===== src/rtl/loader_pkg.sv =====
// loader_pkg: shared definitions for the boot-time UART program loader.
//   state_e          - loader FSM state encoding
//   BYTE_CNT_W       - width of the byte-within-word counter
//   DEFAULT_ADDR_W   - default instruction-memory word-address width
//   DEFAULT_MAX_WORDS- default largest accepted image length in words
package loader_pkg;

  typedef enum logic [2:0] {
    ST_IDLE,
    ST_LEN,
    ST_DATA,
    ST_WRITE,
    ST_DONE,
    ST_ERR
  } state_e;

  localparam int BYTE_CNT_W        = 2;
  localparam int DEFAULT_ADDR_W    = 10;
  localparam int DEFAULT_MAX_WORDS = 1024;

endpackage


===== src/rtl/byte_packer.sv =====
// byte_packer: assembles four bytes into a little-endian 32-bit word.
// Ports:
//   clk, rst   - clock, synchronous active-high reset (byte counter only)
//   clear      - restart assembly at byte 0
//   strobe     - one received byte on din
//   din[7:0]   - byte to insert
//   word       - registered word; complete in the cycle after word_done
//   word_nxt   - word as it will be after this cycle's byte is inserted
//   word_done  - this strobe carries the 4th byte of the word
module byte_packer
  import loader_pkg::*;
(
  input  logic        clk,
  input  logic        rst,
  input  logic        clear,
  input  logic        strobe,
  input  logic [7:0]  din,
  output logic [31:0] word,
  output logic [31:0] word_nxt,
  output logic        word_done
);

  logic [BYTE_CNT_W-1:0] cnt_q, cnt_d;
  logic [31:0]           sr_q, sr_d;

  // Bytes enter at the top and shift down, so the first byte ends in [7:0].
  always_comb begin
    cnt_d = cnt_q;
    sr_d  = sr_q;
    if (clear) begin
      cnt_d = '0;
    end else if (strobe) begin
      cnt_d = cnt_q + 1'b1;
      sr_d  = {din, sr_q[31:8]};
    end
  end

  always_ff @(posedge clk) begin
    if (rst) cnt_q <= '0;
    else     cnt_q <= cnt_d;
  end

  always_ff @(posedge clk) begin
    sr_q <= sr_d;
  end

  assign word      = sr_q;
  assign word_nxt  = sr_d;
  assign word_done = strobe && !clear && (cnt_q == '1);

endmodule


===== src/rtl/uart_loader.sv =====
// uart_loader: boot loader between the UART receiver and instruction memory.
// Receives a 32-bit LE word count then that many LE words and writes them to
// consecutive word addresses from 0, holding the CPU in reset until done.
// Ports:
//   clk, rst            - clock, synchronous active-high reset
//   start               - begin a load (accepted in IDLE, DONE, ERR)
//   rx_data/rx_done     - received byte and its byte-complete level
//   rx_err              - stop-bit error level
//   rx_en               - receiver enable
//   mem_we/addr/wdata   - instruction-memory write port (one-cycle strobe)
//   cpu_hold            - CPU reset hold
//   load_done/load_err  - status levels
//   words_loaded        - words written in the current load
module uart_loader
  import loader_pkg::*;
#(
  parameter int ADDR_W    = DEFAULT_ADDR_W,
  parameter int MAX_WORDS = DEFAULT_MAX_WORDS
) (
  input  logic              clk,
  input  logic              rst,
  input  logic              start,
  input  logic [7:0]        rx_data,
  input  logic              rx_done,
  input  logic              rx_err,
  output logic              rx_en,
  output logic              mem_we,
  output logic [ADDR_W-1:0] mem_addr,
  output logic [31:0]       mem_wdata,
  output logic              cpu_hold,
  output logic              load_done,
  output logic              load_err,
  output logic [ADDR_W:0]   words_loaded
);

  state_e              state_q, state_d;
  logic                rx_done_q, rx_err_q;
  logic                len_chk_q, len_chk_d;
  logic [31:0]         len_q, len_d;
  logic [ADDR_W-1:0]   widx_q, widx_d;
  logic [ADDR_W:0]     wl_q, wl_d;
  logic [31:0]         wdata_q, wdata_d;

  logic                byte_ev, err_ev, start_ok;
  logic                pk_clear, pk_strobe, pk_done;
  logic [31:0]         pk_word, pk_word_nxt;

  assign byte_ev  = rx_done && !rx_done_q;
  assign err_ev   = rx_err && !rx_err_q;
  assign start_ok = start && (state_q == ST_IDLE || state_q == ST_DONE || state_q == ST_ERR);

  // Bytes are only taken while collecting; during the one-cycle length check
  // the packer holds the completed count word.
  assign pk_clear  = start_ok;
  assign pk_strobe = byte_ev && !err_ev &&
                     ((state_q == ST_LEN && !len_chk_q) || state_q == ST_DATA);

  byte_packer u_packer (
    .clk       (clk),
    .rst       (rst),
    .clear     (pk_clear),
    .strobe    (pk_strobe),
    .din       (rx_data),
    .word      (pk_word),
    .word_nxt  (pk_word_nxt),
    .word_done (pk_done)
  );

  always_comb begin
    state_d   = state_q;
    len_chk_d = 1'b0;
    len_d     = len_q;
    widx_d    = widx_q;
    wl_d      = wl_q;
    wdata_d   = wdata_q;
    case (state_q)
      ST_IDLE, ST_DONE, ST_ERR: begin
        if (start_ok) begin
          state_d = ST_LEN;
          len_d   = '0;
          widx_d  = '0;
          wl_d    = '0;
        end
      end
      ST_LEN: begin
        if (err_ev) begin
          state_d = ST_ERR;
        end else if (len_chk_q) begin
          len_d = pk_word;
          if (pk_word == 32'd0 || pk_word > 32'(MAX_WORDS)) state_d = ST_ERR;
          else                                              state_d = ST_DATA;
        end else if (pk_done) begin
          len_chk_d = 1'b1;
        end
      end
      ST_DATA: begin
        if (err_ev) begin
          state_d = ST_ERR;
        end else if (pk_done) begin
          wdata_d = pk_word_nxt;
          state_d = ST_WRITE;
        end
      end
      ST_WRITE: begin
        widx_d = widx_q + 1'b1;
        wl_d   = wl_q + 1'b1;
        if (32'(wl_q) + 32'd1 == len_q) state_d = ST_DONE;
        else                            state_d = ST_DATA;
      end
      default: state_d = ST_IDLE;
    endcase
  end

  always_ff @(posedge clk) begin
    if (rst) begin
      state_q   <= ST_IDLE;
      len_chk_q <= 1'b0;
      widx_q    <= '0;
      wl_q      <= '0;
      wdata_q   <= '0;
    end else begin
      state_q   <= state_d;
      len_chk_q <= len_chk_d;
      widx_q    <= widx_d;
      wl_q      <= wl_d;
      wdata_q   <= wdata_d;
    end
  end

  // Edge-detect copies track the inputs even in reset so a level already
  // high when reset releases is not mistaken for a new byte.
  always_ff @(posedge clk) begin
    rx_done_q <= rx_done;
    rx_err_q  <= rx_err;
    len_q     <= len_d;
  end

  assign rx_en        = (state_q == ST_LEN) || (state_q == ST_DATA) || (state_q == ST_WRITE);
  assign mem_we       = (state_q == ST_WRITE);
  assign mem_addr     = widx_q;
  assign mem_wdata    = wdata_q;
  assign cpu_hold     = (state_q != ST_DONE);
  assign load_done    = (state_q == ST_DONE);
  assign load_err     = (state_q == ST_ERR);
  assign words_loaded = wl_q;

endmodule


===== config.mk =====
export PLATFORM = sky130hd
export DESIGN_NAME = uart_loader
export DESIGN_NICKNAME = d
export VERILOG_FILES = /design/src/rtl/loader_pkg.sv /design/src/rtl/byte_packer.sv /design/src/rtl/uart_loader.sv
export SDC_FILE = /design/constraint.sdc
export NUM_CORES = 1
export LEC_CHECK = 0
export CORE_UTILIZATION = 50
export DETAILED_ROUTE_END_ITERATION = 10
export DONT_BUFFER_PORTS = 1
export PLACE_DENSITY = 0.68
export SLEW_MARGIN = 30
export SYNTH_ARGS = -nofsm -noshare
export SYNTH_HDL_FRONTEND = slang
export SYNTH_HIERARCHICAL = 1
export SYNTH_SLANG_ARGS = --single-unit

===== constraint.sdc =====
create_clock -name clk -period 2.4 [get_ports clk]
set_input_delay 0.36 -clock clk [delete_from_list [all_inputs] [get_ports clk]]
set_output_delay 0.36 -clock clk [all_outputs]
set_load 0.01 [all_outputs]

# Word-level counts from Yosys, hierarchy flattened
# Cells that the tools add are included.
# totals
reg_bits	125
output_inout_bits	58
elab_cells	79
# classes
addsub	4
order_cmp	1
n_eq_ne	13
muxes	19
bitwise_logic	2
n_reduce_logical	30
# ops
cell	n
$mux 32	5
$pmux 32 s2	1
$eq 12x32->1	1
$gt 32x11->1 const B	1
$logic_not 32->1	1
$pmux 11 s2	1
$mux 3	7
$pmux 10 s2	1
$add 11x1->12 const B	1
$pmux 3 s4	1
$add 11x1->11 const B	1
$mux 11	1
$add 10x1->10 const B	1
$mux 10	1
$ne 3x3->1 const B	3
$logic_and 1x1->1	8
$eq 3x2->1 const B	2
$eq 3x3->1 const B	2
$logic_or 1x1->1	6
$reduce_and 3->1	2
$logic_not 1->1	5
$ne 2x2->1 const B	2
$reduce_and 4->1	1
$reduce_bool 2->1	2
11 further kinds	12

# Longest topological paths before layout
# depth
word_depth	10
mapped_depth	14

# Cells and area by module
# The synthesis kept the hierarchy.
# modules_own_cells
mod	n_inst	cells_each	area_per_inst_um2	seq_area_each_um2
uart_loader	1	454	4132.7	2142.1
byte_packer	1	77	1282.5	680.7

# Worst setup path after synthesis
# Ideal clock, no wire load.
# synth_timing
path_kind	register to register
from	reg state_q[0]
to	reg wdata_q[10] (netlist: mem_wdata[10])
setup_ns	0.070
t_arrival_ns	2.581
slack_ns	-0.252
stages_incl_launch_ff	15
n_path_buf	5
cell_sequence	dfxtp_1 > buf_6 > inv_1 > nor3_1 > a21oi_1 > nor4_1 > nor2b_4 > buf_6 > buf_12 > and2_1 > and3_1 > clkbuf_1 > clkbuf_1 > nand2_1 > a21oi_1
# synth_via
word_cells_on_any_way	17
# synth_lines
element	line	rtl
start: declaration	uart_loader.sv:36	state_e state_q, state_d;
start signal: assignment	uart_loader.sv:122	state_q <= state_d;
$eq 3x1->1	uart_loader.sv:56	((state_q == ST_LEN && !len_chk_q) || state_q == ST_DATA);
$logic_and 1x1->1	uart_loader.sv:56	
$logic_or 1x1->1 (*)	uart_loader.sv:56	
$logic_and 1x1->1 (*)	uart_loader.sv:55	assign pk_strobe = byte_ev && !err_ev &&
named net pk_strobe	uart_loader.sv:45	logic pk_clear, pk_strobe, pk_done;
$logic_and 1x1->1 (*) (2 in series)	byte_packer.sv:49	assign word_done = strobe && !clear && (cnt_q == '1);
named net pk_done	uart_loader.sv:45	
$reduce_and 3->1 (no source line) (*)	-	
end signal: assignment	uart_loader.sv:126	wdata_q <= wdata_d;
end: declaration	uart_loader.sv:42	logic [31:0] wdata_q, wdata_d;
# Mark *: on every way through the listed nets, which the timed path passes. The rest lies on a longest branch.
# A chain may end at the register's enable or synchronous reset.

# Final worst setup path
# layout_timing
from	reg state_q[1]
to	out mem_we
# layout_via
elab_chain_cells	1
# layout_rtl
element	line	rtl
$eq 3x2->1	uart_loader.sv:139	assign mem_we = (state_q == ST_WRITE);
end: declaration	uart_loader.sv:27	output logic mem_we,
# No other way between the ends.

==> metrics.csv <==
metric,value,unit
crit_fanout,13,
timing.slew.headroom,0.711,
vdd_ir_drop_max,0.000584,V
endpoint_kind,output port,
numCtsBuffers,17,
synth-edff-count,32,
fin_skew,0.00975,ns
drc_errors,0,
ys_seq_area_frac,0.521,
hp-class,in -> reg,
dp_cells,658,
synth.ff_latch_count,125,
cts_sinks,125,
routed_wl,11.2,mm
power.share.clock,0.423,
syn_nets,547,
fin_tns_setup,0,ns
dr.first_iter.drc_count,282,
drive_above_1_share,0.179,
leakage,2.32,nW
crit_arrival,1.85,ns
fin_crit_sh,0.923,
max_freq,452,MHz
floorplan.initialDensity,0.520,
grt_usage,0.213,
startpoint_type,flip-flop,
final_hold_viol_count,0,
core_area,10400,µm²
cts_setup_buffers,0,
synth_cell_types,62,
sw_frac_of_total,0.266,
dpl_cell_area,5570,µm²
gp_congestion,0.799,
max-clock-path-buffers,2,
post-synth-top-area-fraction,0.344,
clock_latency,0.52,ns
ys_top_cells_by_area,"dfxtp_1, edfxtp_1, mux2_4",
cap_violations,0,
p_seq_frac,0.460,
cts_resized,0,
htree_levels,4,
post-route-min-period,2.21,ns
power_density,933,nW/µm²
io_buffers,0,
ys.warnings.count,6,
grt_pass1_vias,3796,
fill_cells,848,
critical_path_class,reg -> out,
fin_cells,701,
synthArstFlopShare,0,
postCtsHoldBufs,11,
clk_pin_slew,0.06,ns
vias,3883,
synthFlopType,dfxtp_1,
grt_max_degree,58,
ys_top_cells_by_count,"dfxtp_1, nand2_1, a21oi_1",
fin_util,0.603,
num_rows,37,
synth_largest_area_cell,dfxtp_1,
p_int,4.31,mW
synth.most_common_cell,dfxtp_1,
final_cell_area,6280,µm²
cts_tree,built,
antenna_found_initial,0,
p_sw,1.56,mW
via_per_inst,5.54,
die_w,106,µm
io_pins,71,
netlist_instances,531,
drt_pass1_iterations,4,
dieArea,11300,µm²
status,finished clean,
postRouteAntennaNets,0,
finalPower,5.86,mW
worst_slew_pin_slew,0.429,ns
grt-ovfl-total,0,
syn_avg_cell_area,10.2,µm²
r2r_setup_slack,0.29,ns
cts_root_buffer,clkbuf_8,
combPwrFrac,0.117,
rsz0062_at_grt,no,
antennaDiodeCount,0,
setup_viol,0,
grt_pass1_wl,18.8,mm
areaGrowthSynthToFinish,16.1,%
die_y,106,µm
wl_per_cell,16.0,µm
hpwl,7.64,mm
maxSlewViolCount,0,
syn-cell-area,5420,µm²
fin_nets,568,
worst_ep_required_time,2.04,ns
==> sequential cells by signal, indices dropped and copies added (netlist names) <==
register / flops
len_chk_q: 1
len_q: 32
mem_addr: 10
mem_wdata: 32
rx_done_q: 1
rx_err_q: 1
state_q: 3
u_packer/cnt_q: 2
u_packer/word: 32
words_loaded: 11
==> per-stage QoR <==
step                hold slack [ns]  setup WS [ns]
CTS                          0.0415          0.161
global placement              0.388          0.339
finish                       0.0616          0.186
global route                 0.0403         0.0788
detailed placement            0.388          0.299
floorplan                     0.388        -0.0867
==> cells in the final DEF (no fill, tap or decap), types with 4 or more instances in the layout <==
master	synthesis	final
nand2b_1	6	6
o21ai_0	11	11
nor4_1	13	12
nand3_1	10	10
nand3b_1	5	5
nand4_1	4	4
inv_6	0	6
a21oi_1	53	53
dlygate4sd3_1	0	10
dfxtp_1	93	93
inv_1	5	5
nand2_1	82	82
xnor2_1	9	9
and2_1	34	34
nor3_1	8	8
clkbuf_16	0	18
xor2_1	5	5
buf_4	0	18
nor2_1	35	35
mux2_4	29	29
and3_1	6	6
or3_1	4	4
edfxtp_1	32	32
mux2_2	6	6
==> path summary, 6_finish.rpt <==
| path | startpoint | to | cells after the start |
|---|---|---|---|
| worst max-delay path | state_q[1]$_SDFFE_PP0P_ | mem_we | 4 |
| worst min-delay path | rst | state_q[2]$_SDFFE_PP0P_ | 1 |
| worst max register to register | u_packer/word[5]$_DFF_P_ | state_q[1]$_SDFFE_PP0P_ | 6 |
| worst min register to register | mem_wdata[27]$_SDFFE_PP0P_ | mem_wdata[27]$_SDFFE_PP0P_ | 2 |
==> critical path, cell delays in order, from the launching register on <==
cell and delay (ns):
dfxtp_1 0.55, nor2b_1 0.25, nand2_2 0.13, inv_1 0.19, buf_4 0.22
==> area by class of cell <==
type	instances	area, µm²	share of cell area
Timing Repair Buffer	31	303	0.0482
Clock buffer	20	478	0.0761
Sequential cell	125	2820	0.449
Multi-Input combinational cell	372	2380	0.379
Tap cell	136	170	0.0271
Inverter	5	18.8	0.00299
Clock inverter	12	110	0.0175
==> cell families (layout without fill, tap and decap cells) <==
logic type | count (synthesis) | in the layout | share of synthesized area
flip-flops | 125 | 125 | 0.521
AND/OR/NAND/NOR | 228 | 228 | 0.214
AO/OA/AOI/OAI | 89 | 89 | 0.0968
buffers and inverters | 34 | 68 | 0.0400
multiplexers | 38 | 38 | 0.0984
adder cells (fa/ha/maj) | 3 | 3 | 0.00693
XOR/XNOR | 14 | 14 | 0.0226
==> routing by layer <==
| metal | part of all wire | GRT usage | routed length (µm) |
|---|---|---|---|
| met2 | 0.46 | 0.321 | 5140 |
| met3 | 0.058 | 0.0668 | 649 |
| met4 | 0.0079 | 0.0754 | 89 |
| met1 | 0.48 | 0.289 | 5320 |
| met5 | 0 | 0 | 0 |
==> power by group through the flow <==
stage                     clock (mW)  combinational [mW]  sequential, mW
after CTS                       2.52               0.685            2.69
after floorplan                    0               0.562            2.62
after detailed placement           0               0.639            2.73
after global routing            2.62               0.746            2.73
after global placement             0               0.637            2.73
final                           2.48               0.688            2.70
(Power assumes the default switching activity.)
